File: config.mk
export PLATFORM = sky130hd
export DESIGN_NAME = ctl_axil_initiator
export DESIGN_NICKNAME = d
export VERILOG_FILES = /design/src/rtl/ctl_axil_pkg.sv /design/src/rtl/irq_edge_acker.sv /design/src/rtl/ctl_axil_initiator.sv
export SDC_FILE = /design/constraint.sdc
export NUM_CORES = 1
export LEC_CHECK = 0
export ABC_AREA = 1
export BUFFER_PORTS_ARGS = -buffer_cell sky130_fd_sc_hd__buf_4
export CAP_MARGIN = 20
export CORE_AREA = 2 2 226 117
export CTS_BUF_LIST = sky130_fd_sc_hd__clkbuf_4
export DETAILED_ROUTE_END_ITERATION = 10
export DIE_AREA = 0 0 228 119
export PLACE_DENSITY = 0.62
export SETUP_SLACK_MARGIN = 0.5
export SYNTH_ARGS = -nofsm -noshare
export SYNTH_HDL_FRONTEND = slang
export SYNTH_HIERARCHICAL = 1
export SYNTH_SLANG_ARGS = --single-unit
File: constraint.sdc
create_clock -name clk -period 1.6 [get_ports clk]
set_input_delay 0.08 -clock clk [delete_from_list [all_inputs] [get_ports clk]]
set_output_delay 0.08 -clock clk [all_outputs]
set_load 0.005 [all_outputs]
File: src/rtl/ctl_axil_pkg.sv
// Shared types and constants for the CTL AXI4-Lite initiator.
// No logic: enum, response codes and default timeout only.
// Imported by the initiator top and its interrupt acknowledger.
package ctl_axil_pkg;

    typedef enum logic [1:0] {
        ST_IDLE = 2'd0,
        ST_RD   = 2'd1,
        ST_WR   = 2'd2
    } state_t;

    localparam logic [1:0] RESP_OKAY   = 2'b00;
    localparam logic [1:0] RESP_SLVERR = 2'b10;

    localparam int unsigned DEFAULT_TIMEOUT_CYCLES = 1024;

endpackage

File: src/rtl/irq_edge_acker.sv
// Rising-edge detect on irq_req; one registered one-hot ack per edge, lowest index first.
// Latency: edge -> pending 1 cycle, pending -> ack pulse 1 cycle per queued bit.
// Backpressure: none; edges queue in pending and one is drained per cycle.
module irq_edge_acker
    import ctl_axil_pkg::*;
#(
    parameter int unsigned IRQ_W = 16
) (
    input  logic             clk,
    input  logic             resetn,
    input  logic [IRQ_W-1:0] irq_req,
    output logic [IRQ_W-1:0] irq_ack,
    output logic [IRQ_W-1:0] irq_pending
);

    logic [IRQ_W-1:0] irq_prev;
    logic [IRQ_W-1:0] pending;
    logic [IRQ_W-1:0] rise;
    logic [IRQ_W-1:0] grant;

    assign rise  = irq_req & ~irq_prev;
    // Two's-complement trick isolates the lowest set bit.
    assign grant = pending & (~pending + IRQ_W'(1));

    always_ff @(posedge clk or negedge resetn) begin
        if (!resetn) begin
            irq_prev <= '0;
            pending  <= '0;
            irq_ack  <= '0;
        end else begin
            irq_prev <= irq_req;
            // A fresh edge on the bit being granted re-arms it, so no pulse is lost.
            pending  <= (pending & ~grant) | rise;
            irq_ack  <= grant;
        end
    end

    assign irq_pending = pending;

endmodule

File: src/rtl/ctl_axil_initiator.sv
// Single-outstanding AXI4-Lite initiator for a partition's CTL port, plus irq edge acks.
// Latency: cmd -> AR/AW 1 cycle; R/B -> rsp_valid 1 cycle; timeout after TIMEOUT_CYCLES.
// Backpressure: cmd_ready low while busy or while a response awaits rsp_ready.
module ctl_axil_initiator
    import ctl_axil_pkg::*;
#(
    parameter int unsigned ADDR_W         = 32,
    parameter int unsigned TIMEOUT_CYCLES = DEFAULT_TIMEOUT_CYCLES,
    parameter int unsigned IRQ_W          = 16
) (
    input  logic              clk,
    input  logic              resetn,

    input  logic              cmd_valid,
    output logic              cmd_ready,
    input  logic              cmd_write,
    input  logic [ADDR_W-1:0] cmd_addr,
    input  logic [31:0]       cmd_wdata,
    input  logic [3:0]        cmd_wstrb,

    output logic              rsp_valid,
    input  logic              rsp_ready,
    output logic [31:0]       rsp_rdata,
    output logic [1:0]        rsp_resp,
    output logic              rsp_timeout,

    output logic [ADDR_W-1:0] CTL_M_AXI_LITE_araddr,
    output logic [2:0]        CTL_M_AXI_LITE_arprot,
    output logic              CTL_M_AXI_LITE_arvalid,
    input  logic              CTL_M_AXI_LITE_arready,
    input  logic [31:0]       CTL_M_AXI_LITE_rdata,
    input  logic [1:0]        CTL_M_AXI_LITE_rresp,
    input  logic              CTL_M_AXI_LITE_rvalid,
    output logic              CTL_M_AXI_LITE_rready,
    output logic [ADDR_W-1:0] CTL_M_AXI_LITE_awaddr,
    output logic [2:0]        CTL_M_AXI_LITE_awprot,
    output logic              CTL_M_AXI_LITE_awvalid,
    input  logic              CTL_M_AXI_LITE_awready,
    output logic [31:0]       CTL_M_AXI_LITE_wdata,
    output logic [3:0]        CTL_M_AXI_LITE_wstrb,
    output logic              CTL_M_AXI_LITE_wvalid,
    input  logic              CTL_M_AXI_LITE_wready,
    input  logic [1:0]        CTL_M_AXI_LITE_bresp,
    input  logic              CTL_M_AXI_LITE_bvalid,
    output logic              CTL_M_AXI_LITE_bready,

    input  logic [IRQ_W-1:0]  irq_req,
    output logic [IRQ_W-1:0]  irq_ack,
    output logic [IRQ_W-1:0]  irq_pending
);

    localparam logic        TMO_EN   = (TIMEOUT_CYCLES != 0);
    localparam logic [31:0] TMO_LAST = 32'(TIMEOUT_CYCLES) - 32'd1;

    state_t            state;
    state_t            state_nxt;
    logic [ADDR_W-1:0] addr_q;
    logic [31:0]       wdata_q;
    logic [3:0]        wstrb_q;
    logic              arvalid;
    logic              awvalid;
    logic              wvalid;
    logic              aw_done;
    logic              w_done;
    logic              timed_out;
    logic [31:0]       tmo_cnt;

    logic              cmd_fire;
    logic              ar_fire;
    logic              aw_fire;
    logic              w_fire;
    logic              r_beat;
    logic              b_beat;
    logic              bus_beat;
    logic              tmo_hit;

    assign cmd_ready = (state == ST_IDLE) && !rsp_valid;
    assign cmd_fire  = cmd_valid && cmd_ready;
    assign ar_fire   = arvalid && CTL_M_AXI_LITE_arready;
    assign aw_fire   = awvalid && CTL_M_AXI_LITE_awready;
    assign w_fire    = wvalid  && CTL_M_AXI_LITE_wready;

    // R may coincide with the AR handshake; rready is held for the whole RD state.
    assign r_beat    = (state == ST_RD) && CTL_M_AXI_LITE_rvalid;
    assign b_beat    = (state == ST_WR) && CTL_M_AXI_LITE_bvalid && aw_done && w_done;
    assign bus_beat  = r_beat || b_beat;

    // Fires on the edge the counter reaches the limit; a beat in the same cycle wins.
    assign tmo_hit   = TMO_EN && (state != ST_IDLE) && !timed_out && !bus_beat
                       && (tmo_cnt == TMO_LAST);

    always_ff @(posedge clk or negedge resetn) begin
        if (!resetn) begin
            state <= ST_IDLE;
        end else begin
            state <= state_nxt;
        end
    end

    always_comb begin
        state_nxt = state;
        case (state)
            ST_IDLE: begin
                if (cmd_fire) begin
                    state_nxt = cmd_write ? ST_WR : ST_RD;
                end
            end
            ST_RD, ST_WR: begin
                if (bus_beat) begin
                    state_nxt = ST_IDLE;
                end
            end
            default: state_nxt = ST_IDLE;
        endcase
    end

    always_ff @(posedge clk or negedge resetn) begin
        if (!resetn) begin
            addr_q      <= '0;
            wdata_q     <= '0;
            wstrb_q     <= '0;
            arvalid     <= 1'b0;
            awvalid     <= 1'b0;
            wvalid      <= 1'b0;
            aw_done     <= 1'b0;
            w_done      <= 1'b0;
            timed_out   <= 1'b0;
            tmo_cnt     <= '0;
            rsp_valid   <= 1'b0;
            rsp_rdata   <= '0;
            rsp_resp    <= RESP_OKAY;
            rsp_timeout <= 1'b0;
        end else begin
            if (ar_fire) begin
                arvalid <= 1'b0;
            end
            if (aw_fire) begin
                awvalid <= 1'b0;
                aw_done <= 1'b1;
            end
            if (w_fire) begin
                wvalid <= 1'b0;
                w_done <= 1'b1;
            end

            if (cmd_fire) begin
                addr_q  <= cmd_addr;
                wdata_q <= cmd_wdata;
                wstrb_q <= cmd_wstrb;
                arvalid <= !cmd_write;
                awvalid <= cmd_write;
                wvalid  <= cmd_write;
                aw_done <= 1'b0;
                w_done  <= 1'b0;
                tmo_cnt <= '0;
            end else if (state != ST_IDLE) begin
                tmo_cnt <= tmo_cnt + 32'd1;
            end

            if (rsp_valid && rsp_ready) begin
                rsp_valid <= 1'b0;
            end

            // A beat arriving after a timeout was already reported is dropped.
            if (bus_beat) begin
                if (timed_out) begin
                    timed_out <= 1'b0;
                end else begin
                    rsp_valid   <= 1'b1;
                    rsp_rdata   <= r_beat ? CTL_M_AXI_LITE_rdata : 32'd0;
                    rsp_resp    <= r_beat ? CTL_M_AXI_LITE_rresp : CTL_M_AXI_LITE_bresp;
                    rsp_timeout <= 1'b0;
                end
            end

            if (tmo_hit) begin
                rsp_valid   <= 1'b1;
                rsp_rdata   <= 32'd0;
                rsp_resp    <= RESP_SLVERR;
                rsp_timeout <= 1'b1;
                timed_out   <= 1'b1;
            end
        end
    end

    assign CTL_M_AXI_LITE_araddr  = addr_q;
    assign CTL_M_AXI_LITE_arprot  = 3'b000;
    assign CTL_M_AXI_LITE_arvalid = arvalid;
    assign CTL_M_AXI_LITE_rready  = (state == ST_RD);
    assign CTL_M_AXI_LITE_awaddr  = addr_q;
    assign CTL_M_AXI_LITE_awprot  = 3'b000;
    assign CTL_M_AXI_LITE_awvalid = awvalid;
    assign CTL_M_AXI_LITE_wdata   = wdata_q;
    assign CTL_M_AXI_LITE_wstrb   = wstrb_q;
    assign CTL_M_AXI_LITE_wvalid  = wvalid;
    assign CTL_M_AXI_LITE_bready  = (state == ST_WR);

    irq_edge_acker #(
        .IRQ_W (IRQ_W)
    ) u_irq (
        .clk         (clk),
        .resetn      (resetn),
        .irq_req     (irq_req),
        .irq_ack     (irq_ack),
        .irq_pending (irq_pending)
    );

endmodule

==> flow_metrics.env <==
export IMPL_post_synth_cell_area_avg_um2=8.00
export IMPL_synth_top_area_frac=0.554
export IMPL_crit_path_end_kind="register"
export IMPL_io_pins=310
export IMPL_cts_tree="built"
export IMPL_dr_pass1_iters=5
export IMPL_vias_per_cell=4.61
export IMPL_detailed_place_hpwl_mm=18.8
export IMPL_synth_most_common_cell="nand2_1"
export IMPL_ys_flop_type="dfrtp_1"
export IMPL_r2r_cells=12
export IMPL_ir_drop_mv=1.06
export IMPL_synth_edff_count=0
export IMPL_synthTopCellsByArea="dfrtp_1 55%, nand2_1 18%, nor2_1 5.8%, inv_1 5.4%, buf_4 3.6%"
export IMPL_gp_congestion=0.854
export IMPL_arrival_ps=2420
export IMPL_yosys_warnings=6
export IMPL_clk_pin_slew_ps=190
export IMPL_finalCritPeriodShare=1.18
export IMPL_avgRoutedWirePerCell_um=17.5
export IMPL_drc_errors=0
export IMPL_antenna_found_initial=0
export IMPL_final_setup_skew_ps=30.0
export IMPL_cts_root_buf="clkbuf_4"
export IMPL_holdWs_ps=-186
export IMPL_max_freq_mhz=531
export IMPL_async_flop_share=1.00
export IMPL_slew_violations=0
export IMPL_drv_cap=0
export IMPL_num_fill_cells=1947
export IMPL_core_area_um2=25500
export IMPL_die_area_um2=27100
export IMPL_critPathTopFamily="simple AND/OR/NAND/NOR gates"
export IMPL_r2r_start="state[1]"
export IMPL_leakage_nw=8.76
export IMPL_grtUsageMet1=0.306
export IMPL_r2r_end="tmo_cnt[17]"
export IMPL_syn_area_um2=8670
export IMPL_grt_busiest_layer="met2"
export IMPL_cp_max_fo=5
export IMPL_ant_nets=0
export IMPL_timing_critical_path_buf_inv=5
export IMPL_clock_sinks=192
export IMPL_grt_first_pass_wirelength_mm=47.8
export IMPL_met2_usage=0.350
export IMPL_crit_cells=12
export IMPL_nNetsFinal=1809
export IMPL_cts_buffers=17
export IMPL_h_tree_depth=4
export IMPL_routed_wl_mm=35.8
export IMPL_design_area_um2=16800
export IMPL_drt_iter0_markers=744
export IMPL_critPathKind="reg2reg"
export IMPL_clock_latency_ps=660
export IMPL_synthToLayoutAreaGrowth_pct=93.7
export IMPL_synth_top_area_cell="dfrtp_1"
export IMPL_max_stage_delay_ps=410
export IMPL_min_period_ps=1880
export IMPL_hold_viol=6
export IMPL_yosys_top_cells_count="414 x nand2_1, 192 x dfrtp_1, 135 x nor2_1, 124 x inv_1, 59 x nand3_1"
export IMPL_ys_types=32
export IMPL_use_met3=0.0553
export IMPL_violations="negative hold slack, negative setup slack"
export IMPL_hp_start="CTL_M_AXI_LITE_rvalid"
export IMPL_cts_buffer_depth=2
export IMPL_vias=9397
export IMPL_io_buffers=303
export IMPL_grt_max_degree=47
export IMPL_post_route_util=0.658
export IMPL_cp_slowest_cell="dfrtp_1"
export IMPL_regToRegSetupSlack_ps=-280
export IMPL_die_h_um=119
export IMPL_grt_overflow=0
export IMPL_syn_inst=1084
export IMPL_powerDensity_nw_per_um2=1380
export IMPL_fp_dieW_um=228
export IMPL_yosysSeqAreaShare=0.554
export IMPL_min_path_cells=5
export IMPL_holdPathEnd="rsp_rdata[14]"
export IMPL_status="complete, but fails checks"
export IMPL_core_rowCount=42
export IMPL_timing_final_ws_setup_ps=-284
export IMPL_layout_drive_gt1_share=0.481
export IMPL_cp_required_ps=2140
export IMPL_rsz0062_at_grt="true"
export IMPL_post_dp_cell_area_um2=11600
export IMPL_hold_buffers=129
export IMPL_worst_setup_path_start_kind="register"
export IMPL_setup_violations=141
export IMPL_ys_ff_latch=192
export IMPL_n_antenna_cell=0
export IMPL_min_path_type="in2reg"
export IMPL_start_util=0.340
export IMPL_grtUsageTotal=0.226
export IMPL_grt_pass1_vias=8809
export IMPL_cp_cell_sequence="inv_2 -> ha_4 -> buf_4 -> buf_6 -> buf_8 -> nor2_4 -> buf_6 -> nand3_4 -> nor2_4 -> nand3_2 -> nand2_2 -> nor2_2"
power by group:
part | total (mW) | internal [mW] | switching [mW]
registers | 7.53 | 6.16 | 1.38
clock network | 2.77 | 0.730 | 2.04
logic | 12.9 | 7.61 | 5.28
sequential cells by signal, indices dropped and copies added, names as in the netlist:
register,flops
CTL_M_AXI_LITE_wdata,32
aw_done,1
u_irq/irq_ack,16
rsp_valid,1
rsp_resp,2
rsp_rdata,32
u_irq/irq_pending,16
state,2
rsp_timeout,1
u_irq/irq_prev,16
CTL_M_AXI_LITE_awvalid,1
CTL_M_AXI_LITE_arvalid,1
CTL_M_AXI_LITE_araddr,32
timed_out,1
tmo_cnt,32
CTL_M_AXI_LITE_wstrb,4
CTL_M_AXI_LITE_wvalid,1
w_done,1
worst max path at each step:
stage                        start             to  slack, ps
after floorplan           state[0]    rsp_timeout         20
final                     state[1]    tmo_cnt[17]       -280
after detailed placement  state[0]  rsp_rdata[18]       -180
after CTS                 state[1]      cmd_ready       -220
after global placement    state[0]   rsp_rdata[0]       -170
after global routing      state[0]    tmo_cnt[30]       -390
metal layers:
layer / vias up / wire (um) / share of wire
li1: 4455 / - / -
met1: 4535 / 15600 / 0.43
met2: 334 / 16700 / 0.47
met3: 73 / 2390 / 0.067
met4: 0 / 1100 / 0.031
met5: - / 0 / 0
layout by cell type, fill, tap and decap left out, drive strengths merged:
cell type      n
clkbuf        34
nor2         142
inv          133
o22ai          6
dlygate4sd3  129
a31oi          1
nand2        423
a21oi         16
dfrtp        192
buf          486
nand3         60
o2111ai        1
o221ai         2
o21a           2
ha             4
o21ai         19
mux2           1
conb           6
nand3b         2
nor3          13
nor3b          4
clkinv         8
clkinvlp       1
o31ai          1
nand4          2
metrics by stage:
step | worst slack, ps | power (mW) | setup TNS (ps) | cells
finish | -284 | 23.2 | -18340 | 2040
global route | -394 | 24.3 | -34110 | 2040
CTS | -219 | 19.2 | -14360 | 1960
detailed placement | -179 | 13.5 | -9330 | 1737
global placement | -170 | 13.4 | -5770 | 1737
floorplan | 17.7 | 10.1 | 0 | 1089
layout make-up:
| class | count | area (um^2) | share of cell area |
|---|---|---|---|
| Timing Repair inverter | 1 | 16.3 | 0.000968 |
| Timing Repair Buffer | 632 | 6610 | 0.393 |
| Tap cell | 352 | 440 | 0.0262 |
| Clock buffer | 17 | 128 | 0.00760 |
| Sequential cell | 192 | 4820 | 0.287 |
| Inverter | 126 | 490 | 0.0292 |
| Multi-Input combinational cell | 705 | 4130 | 0.246 |
| Clock inverter | 15 | 168 | 0.00998 |
worst min-delay path, cell delays in order:
cell	delay, ps
buf_4	120
nand2_4	90
nor2_1	50
nand3_1	70
nand2_1	50
cells by family (layout without fill, tap and decap cells):
kind of cell             count (synthesis)  count (layout)  synth area share
buffers and inverters                  196             791             0.108
multiplexers                             1               1           0.00130
other                                    1               6          0.000432
adder cells (fa/ha/maj)                  4               4           0.00577
AND/OR/NAND/NOR                        642             646             0.300
AO/OA/AOI/OAI                           48              48            0.0309
flip-flops                             192             192             0.554
timing repair:
action,in CTS,in global routing
gates resized for setup,190,383
endpoints found under the setup margin,338,422
endpoints found under the hold margin,350,7
buffers inserted,49,59
cloned,13,21
pin swaps,10,94
No activity file was read; power rests on OpenSTA's default activity.
